**config.mk**
```make
export PLATFORM = sky130hd
export DESIGN_NAME = fft8_dit_engine
export DESIGN_NICKNAME = d
export VERILOG_FILES = /design/src/rtl/fft8_dit_engine.sv
export SDC_FILE = /design/constraint.sdc
export NUM_CORES = 2
export LEC_CHECK = 0
export ABC_AREA = 1
export BUFFER_PORTS_ARGS = -buffer_cell sky130_fd_sc_hd__clkbuf_2
export CELL_PAD_IN_SITES_DETAIL_PLACEMENT = 0
export CELL_PAD_IN_SITES_GLOBAL_PLACEMENT = 2
export CORE_AREA = 5 5 351 353
export DETAILED_ROUTE_END_ITERATION = 16
export DIE_AREA = 0 0 356 358
export PLACE_DENSITY = 0.84
export SYNTH_ARGS = -nofsm -noshare
export SYNTH_HDL_FRONTEND = slang
export SYNTH_SLANG_ARGS = --single-unit
```
**constraint.sdc**
```tcl
create_clock -name clk -period 9.9 [get_ports clk]
set_clock_uncertainty 0.15 [all_clocks]
set_input_delay 0.495 -clock clk [delete_from_list [all_inputs] [get_ports clk]]
set_output_delay 0.495 -clock clk [all_outputs]
set_load 0.03 [all_outputs]
```
**src/rtl/fft8_dit_engine.sv**
```systemverilog
// 8-point radix-2 DIT FFT: bit-reversed load, 12 in-place butterflies, natural-order output.
// Define FFT8_IFFT_EN to add the 'inverse' port (conjugate twiddles, no 1/8 scaling).
module fft8_dit_engine #(
  parameter int DATA_W   = 12,
  parameter int OUT_W    = 15,
  parameter int TW_SHIFT = 7
) (
  input  logic              clk,
  input  logic              rst_n,
  input  logic              in_valid,
  output logic              in_ready,
  input  logic [DATA_W-1:0] in_re,
  input  logic [DATA_W-1:0] in_im,
  output logic [2:0]        tw_index,
  input  logic [11:0]       tw_re,
  input  logic [11:0]       tw_im,
  output logic              out_valid,
  input  logic              out_ready,
  output logic [OUT_W-1:0]  out_re,
  output logic [OUT_W-1:0]  out_im,
  output logic [2:0]        out_bin,
  output logic              out_last,
  output logic              busy
`ifdef FFT8_IFFT_EN
  ,
  input  logic              inverse
`endif
);

  localparam int PROD_W = OUT_W + 12;

  localparam logic [1:0] S_LOAD = 2'd0;
  localparam logic [1:0] S_CALC = 2'd1;
  localparam logic [1:0] S_OUT  = 2'd2;

  logic [1:0]       state_q, state_d;
  logic [2:0]       cnt_q, cnt_d;
  logic [1:0]       stage_q, stage_d;
  logic [1:0]       bfly_q, bfly_d;
  logic             out_valid_q, out_valid_d;
  logic             out_last_q, out_last_d;
  logic [2:0]       out_bin_q, out_bin_d;
  logic [OUT_W-1:0] out_re_q, out_re_d;
  logic [OUT_W-1:0] out_im_q, out_im_d;

  logic [OUT_W-1:0] mem_re_q [8];
  logic [OUT_W-1:0] mem_im_q [8];

  logic [2:0] top_idx, bot_idx, tw_k, tw_sel, ld_addr, nxt_bin;
  logic [OUT_W-1:0] a_re, a_im, b_re, b_im, t_re, t_im;
  logic [OUT_W-1:0] top_re, top_im, bot_re, bot_im;
  logic signed [PROD_W-1:0] br_x, bi_x, twr_x, twi_x, prod_re, prod_im;

  assign in_ready  = rst_n && (state_q == S_LOAD);
  assign busy      = (state_q == S_CALC) || (state_q == S_OUT);
  assign out_valid = out_valid_q;
  assign out_last  = out_last_q;
  assign out_bin   = out_bin_q;
  assign out_re    = out_re_q;
  assign out_im    = out_im_q;
  assign ld_addr   = {cnt_q[0], cnt_q[1], cnt_q[2]};

  // Butterfly pair and twiddle exponent for (stage, butterfly); bot always sits one span above top.
  always_comb begin
    top_idx = 3'd0;
    tw_k    = 3'd0;
    case (stage_q)
      2'd0:    top_idx = {bfly_q, 1'b0};
      2'd1:    begin top_idx = {bfly_q[1], 1'b0, bfly_q[0]}; tw_k = {1'b0, bfly_q[0], 1'b0}; end
      2'd2:    begin top_idx = {1'b0, bfly_q}; tw_k = {1'b0, bfly_q}; end
      default: ;
    endcase
    bot_idx = top_idx | (3'd1 << stage_q);
  end

`ifdef FFT8_IFFT_EN
  logic inv_q;
  always_ff @(posedge clk) begin
    if (!rst_n)                                     inv_q <= 1'b0;
    else if (in_valid && in_ready && cnt_q == 3'd0) inv_q <= inverse;
  end
  assign tw_sel = inv_q ? 3'd0 - tw_k : tw_k;
`else
  assign tw_sel = tw_k;
`endif

  assign tw_index = (state_q == S_CALC) ? tw_sel : 3'd0;

  assign a_re  = mem_re_q[top_idx];
  assign a_im  = mem_im_q[top_idx];
  assign b_re  = mem_re_q[bot_idx];
  assign b_im  = mem_im_q[bot_idx];
  assign br_x  = PROD_W'($signed(b_re));
  assign bi_x  = PROD_W'($signed(b_im));
  assign twr_x = PROD_W'($signed(tw_re));
  assign twi_x = PROD_W'($signed(tw_im));

  assign prod_re = br_x * twr_x - bi_x * twi_x;
  assign prod_im = br_x * twi_x + bi_x * twr_x;
  assign t_re    = OUT_W'(prod_re >>> TW_SHIFT);
  assign t_im    = OUT_W'(prod_im >>> TW_SHIFT);
  assign top_re  = a_re + t_re;
  assign top_im  = a_im + t_im;
  assign bot_re  = a_re - t_re;
  assign bot_im  = a_im - t_im;

  assign nxt_bin = out_valid_q ? out_bin_q + 3'd1 : 3'd0;

  // NOTE: every always_comb output gets a default first so no path can infer a latch.
  always_comb begin
    state_d     = state_q;
    cnt_d       = cnt_q;
    stage_d     = stage_q;
    bfly_d      = bfly_q;
    out_valid_d = out_valid_q;
    out_last_d  = out_last_q;
    out_bin_d   = out_bin_q;
    out_re_d    = out_re_q;
    out_im_d    = out_im_q;
    case (state_q)
      S_LOAD: if (in_valid) begin
        cnt_d = cnt_q + 3'd1;
        if (cnt_q == 3'd7) state_d = S_CALC;
      end
      S_CALC: begin
        bfly_d = bfly_q + 2'd1;
        if (bfly_q == 2'd3) begin
          stage_d = stage_q + 2'd1;
          if (stage_q == 2'd2) begin
            stage_d = 2'd0;
            state_d = S_OUT;
          end
        end
      end
      S_OUT: begin
        // First OUT cycle prefetches bin 0; afterwards each handshake fetches the next bin.
        if (out_valid_q && out_ready && out_bin_q == 3'd7) begin
          state_d     = S_LOAD;
          out_valid_d = 1'b0;
          out_last_d  = 1'b0;
          out_bin_d   = 3'd0;
        end else if (!out_valid_q || out_ready) begin
          out_valid_d = 1'b1;
          out_bin_d   = nxt_bin;
          out_last_d  = (nxt_bin == 3'd7);
          out_re_d    = mem_re_q[nxt_bin];
          out_im_d    = mem_im_q[nxt_bin];
        end
      end
      default: state_d = S_LOAD;
    endcase
  end

  // NOTE: sequential state uses non-blocking assignments only.
  always_ff @(posedge clk) begin
    if (!rst_n) begin
      state_q     <= S_LOAD;
      cnt_q       <= 3'd0;
      stage_q     <= 2'd0;
      bfly_q      <= 2'd0;
      out_valid_q <= 1'b0;
      out_last_q  <= 1'b0;
      out_bin_q   <= 3'd0;
      out_re_q    <= '0;
      out_im_q    <= '0;
    end else begin
      state_q     <= state_d;
      cnt_q       <= cnt_d;
      stage_q     <= stage_d;
      bfly_q      <= bfly_d;
      out_valid_q <= out_valid_d;
      out_last_q  <= out_last_d;
      out_bin_q   <= out_bin_d;
      out_re_q    <= out_re_d;
      out_im_q    <= out_im_d;
    end
  end

  // NOTE: the sample buffer is deliberately not reset; every frame overwrites all 8 entries before use.
  always_ff @(posedge clk) begin
    if (in_valid && in_ready) begin
      mem_re_q[ld_addr] <= OUT_W'($signed(in_re));
      mem_im_q[ld_addr] <= OUT_W'($signed(in_im));
    end else if (rst_n && state_q == S_CALC) begin
      mem_re_q[top_idx] <= top_re;
      mem_im_q[top_idx] <= top_im;
      mem_re_q[bot_idx] <= bot_re;
      mem_im_q[bot_idx] <= bot_im;
    end
  end

endmodule

```
Yosys cells after proc, flatten, opt, wreduce, memory -nomap -nowiden --
Memories as Yosys holds them, arrays and structs flattened. A register that Yosys moved wholly into a read port is not among the register bits. Index checks and enable logic that the tools add are counted.
Operators by class: $add $sub $neg 10, multipliers 4, div/mod/pow operators 0, order comparisons 0, eq/ne operators 13, shift operators 1, mux-type cells 28, bitwise logic cells 2, reduce and logical (&&, ||, !) cells 20
Operators by type and width (count):
- multiplier 15 x 12 -> 22 bit | 4
- adder 15 bit | 2
- 2-to-1 mux 15 bit | 2
- OR reduction 15 bit | 2
- subtractor 15 bit | 2
- adder 22 bit | 1
- subtractor 22 bit | 1
- 2-to-1 mux 3 bit | 6
- 2-to-1 mux 2 bit | 6
- 2-to-1 mux 1 bit | 11
- equality test 3 bit, second input constant | 3
- case mux 3 bit (3 select lines) | 1
- != test 2 x 1 -> 1 bit, second input constant | 4
- adder 3 x 1 -> 3 bit, second input constant | 2
- equality test 2 bit, second input constant | 3
- case mux 2 bit (3 select lines) | 1
- AND reduction 2 bit | 3
- logical AND 1 bit | 5
- AND reduction 5 bit | 1
- adder 2 x 1 -> 2 bit, second input constant | 2
- equality test 2 x 1 -> 1 bit, second input constant | 2
- logical NOT 2 bit | 2
- case mux 2 bit (2 select lines) | 1
- logical NOT 1 bit | 3
- other kinds (7) | 8
Storage, ports and cells: bits in registers 14, bits in latches 0, RAM bits 240, ROM bits 0, input bits 52, word-level logic and storage cells 87, memories kept 2
Memories:
- mem_im_q | words 8, width 15, read ports 3, clocked after memory_dff 1, write ports 2, line 47 | logic [OUT_W-1:0] mem_im_q [8];
- mem_re_q | words 8, width 15, read ports 3, clocked after memory_dff 1, write ports 2, line 46 | logic [OUT_W-1:0] mem_re_q [8];

Longest topological paths before layout --
An unclocked memory read counts as a cell.
word-level depth 8, depth in mapped cells 59

Worst setup path before layout --
OpenSTA, ideal clock, no wires.
kind register to register, start point register stage_q[0], end point memory mem_re_q[0][14] (data pin), data arrival time 9301 ps, slack 196 ps, cell stages (with the launch flop) 48, period minus slack after synthesis 9704 ps, cell sequence dfxtp_1 inv_1 ha_1 nand2_1 nand2_2 nand2_4 nand2_8 nand2_4 clkbuf_1 buf_1 o221ai_1 nor2_1 clkbuf_1 nand2_1 fa_1 inv_1 fa_1 inv_1 (+12 left out) ha_1 clkbuf_1 o31ai_1 a21oi_1 o21ai_0 nand3_1 nand2_1 a21oi_1 o21ai_0 nand3_1 nand2_1 nand2_1 nand2_1 a21oi_1 inv_1 nand2_1 nand3_1 nand2_1
RTL lines:
- start, declared | line 38 | logic [1:0] stage_q, stage_d;
- start signal, assigned | line 169 | stage_q <= stage_d;
- end, declared | line 46

==> run summary <==
worst hold path type -> in -> reg
Slew Viols, Final -> 0
1st-pass router iterations -> 6
area leader, netlist -> fa_1
synthesis warning total -> 0
Die X -> 356 um
Worst slew margin -> 18.9%
CP Class -> reg -> reg
count of final hold-check violations -> 0
Clock Pin Slew Worst Setup and Hold Paths -> 70 ps
fmax -> 0.104 GHz
TritonCTS clock tree -> built
startpoint types -> flop
post-synthesis mux area share -> 0.0234%
syn_area_per_cell -> 7.73 um2
Synth Cell Area -> 0.0427 mm2
DRC -> 0
dpl hpwl -> 135,000 um
unrepaired setup endpoints after global routing -> yes
maximum clock path buffer count -> 3
root buffer cell -> clkbuf_16
die footprint -> 0.127 mm2
Worst Hold Slack -> 179 ps
Syn Nets -> 6,437
fill count -> 12,181
WL/cell -> 24.0 um
register bit total from synthesis -> 284
final WL -> 181,000 um
Total Neg Setup Slack -> 0 ps
Hold Buf Count CTS -> 0
top cells by area, synth -> fa_1 (29%), edfxtp_1 (17%), nand2_1 (11%), inv_1 (8.7%), ha_1 (7.3%)
first-pass GRT wire length -> 264,000 um
CTS Sinks -> 284
Max Cap Viol -> 0
Yosys top cell area share -> 28.7%
slew of the pin with the lowest slew margin -> 1200 ps
Post-Synth XOR/XNOR Area -> 1.66%
run status -> finished, final reports clean
Synth Area in Adders -> 36.0%
DR vias -> 39,996
Final nets -> 6,801
CP required -> 10,090 ps
Max stage delay cell, worst path -> fa_2
share of cells above drive strength 1 -> 16.1%
Compound-Gate Fraction of Synth Area -> 11.2%
port bufs -> 90
Syn-to-layout area delta -> 19.5%
Worst R2R Start -> stage_q[1]$_SDFFE_PN0P_
Final ANT Viol Nets -> 0
Tcrit/Tclk final -> 97.4%
Vert. Die Dim -> 358 um
initial antenna violation count -> 3
sequential cell area fraction in the yosys report -> 18.9%
final setup vio count -> 0
largest family of logic cells by synthesized area -> adder cells
Post-Syn Instances -> 5,523
clock insertion delay at the later pin of the skew report -> 620 ps
vias in the first global route -> 40,186
Netlist cell types -> 63
DR iter-0 viols -> 3,861
total core area -> 0.119 mm2
Via density -> 5.32
CP dominant cell by count -> nand2_1
Worst Setup End Kind -> flop
CP startpoint -> stage_q[1]$_SDFFE_PN0P_
crit path DAT -> 9840 ps
Crit path largest cell delay -> 640 ps
# IOs -> 92
GRT overflow -> 0
Hold Startpoint -> in_valid
Starting Density -> 35.7%
Final Wtd Congestion -> 0.953
largest net degree at the start of global routing -> 76
Global Route Usage Sum -> 27.8%
Site Rows -> 127
H-Tree Depth -> 1
simple-gate area share of the yosys netlist -> 20.4%
Tmin final -> 9650 ps
CP max FO -> 9
TritonCTS Buffers -> 29
==> placed cells by master, fill, tap and decap left out, drive strengths merged, types with 8 or more instances in the layout <==
cell,n
a211oi,9
a21oi,175
a31oi,9
a32o,12
buf,515
clkbuf,130
clkinv,31
clkinvlp,11
dfxtp,44
edfxtp,240
fa,612
ha,250
inv,999
nand2,1292
nand3,231
nand3b,20
nor2,570
nor3,11
o211ai,62
o21ai,457
o21bai,9
o221ai,10
o22ai,64
o31ai,15
or2,8
xnor2,25
xor2,55
==> worst max-delay path: cells and delay by family, from the launching register on <==
family,cells,cell delay (ps)
and+or+nand+nor,17,1540
AOI/OAI and AO/OA,6,840
xor gates and xnor gates,1,230
buffers and inverters,17,1920
DFF,1,360
adders and majority gates,10,4300
==> worst paths after layout <==
check                                   end  slack (ps)  cells after the start
hold / removal        cnt_q[0]$_SDFFE_PN0P_         180                      4
setup / recovery  mem_im_q[6][14]$_DFFE_PP_         250                     51
hold reg to reg       out_last$_SDFFE_PN0P_         340                      2
setup reg to reg  mem_im_q[6][14]$_DFFE_PP_         250                     51
==> synthesized netlist by cell type, drive strengths merged <==
cell type / number
o22ai: 64
ha: 250
a31oi: 9
nor4: 4
a221oi: 1
a21boi: 1
a32o: 12
o21ai: 457
o21a: 5
conb: 1
a21oi: 175
xor2: 55
nor2: 570
a2111oi: 1
buf: 40
o2111ai: 2
nor3: 11
clkinv: 27
a221o: 1
a211oi: 9
nand4: 6
xnor2: 25
o221ai: 10
o31ai: 15
o21bai: 9
a21o: 7
nand3b: 20
a22o: 1
o211ai: 62
a22oi: 4
o311ai: 1
inv: 1000
mux2i: 1
clkbuf: 236
nand3: 231
a41oi: 1
or2: 8
a31o: 3
fa: 612
nand2: 1292
edfxtp: 240
dfxtp: 44
==> stage by stage <==
stage               util (%)  worst slack (ps)  cell area (um2)  cells
CTS                     41.3             -62.3            49300   7472
global placement        40.3              -107            48100   7415
detailed placement      40.3              -117            48100   7415
floorplan                  -               196            42700   5523
global route            42.7              -126            51000   7523
finish                  42.7               253            51000   7523
==> timing repair <==
item                       in CTS  in global routing
setup buffers                   3                 47
resized for setup              20                271
pin swaps                       3                 98
gates cloned                    0                  4
setup endpoints to repair      50                144
==> area by class of cell <==
class | count | area, um2 | area share (%)
Multi-Input combinational cell | 3936 | 30800 | 60.4
Sequential cell | 284 | 8100 | 15.9
Timing Repair Buffer | 609 | 5140 | 10.1
Clock inverter | 18 | 239 | 0.469
Tap cell | 1612 | 2020 | 3.95
Clock buffer | 36 | 802 | 1.57
Inverter | 1027 | 3900 | 7.64
Antenna cell | 1 | 2.50 | 0.00491
==> cell families (layout without fill, tap and decap cells) <==
| logic type | after synthesis | count (layout) |
|---|---|---|
| flip-flops | 284 | 284 |
| AND/OR/NAND/NOR | 2142 | 2142 |
| multiplexers | 1 | 1 |
| buffers and inverters | 1303 | 1690 |
| AO/OA/AOI/OAI | 850 | 850 |
| XOR/XNOR | 80 | 80 |
| adder cells (fa/ha/maj) | 862 | 862 |
| other | 1 | 2 |
==> layer usage <==
| layer | up-vias | routed length (um) | part of all wire (%) | track usage, % |
|---|---|---|---|---|
| met4 | 0 | 9560 | 5.3 | 11.6 |
| met3 | 425 | 15000 | 8.3 | 3.49 |
| met1 | 19668 | 73600 | 41 | 37.1 |
| li1 | 17901 | - | - | - |
| met2 | 2002 | 82600 | 46 | 45.9 |
| met5 | - | 0 | 0 | 0 |
==> sequential cells by signal (all words and copies together), names as in the netlist <==
| signal | flops |
|---|---|
| out_re | 15 |
| stage_q | 2 |
| mem_im_q | 120 |
| out_im | 15 |
| out_last | 1 |
| bfly_q | 2 |
| mem_re_q | 120 |
| out_bin | 3 |
| cnt_q | 3 |
| state_q | 2 |
| out_valid | 1 |
Power is not shown: default switching activity piles up to over one toggle a cycle in this logic, so the estimate is an artifact.
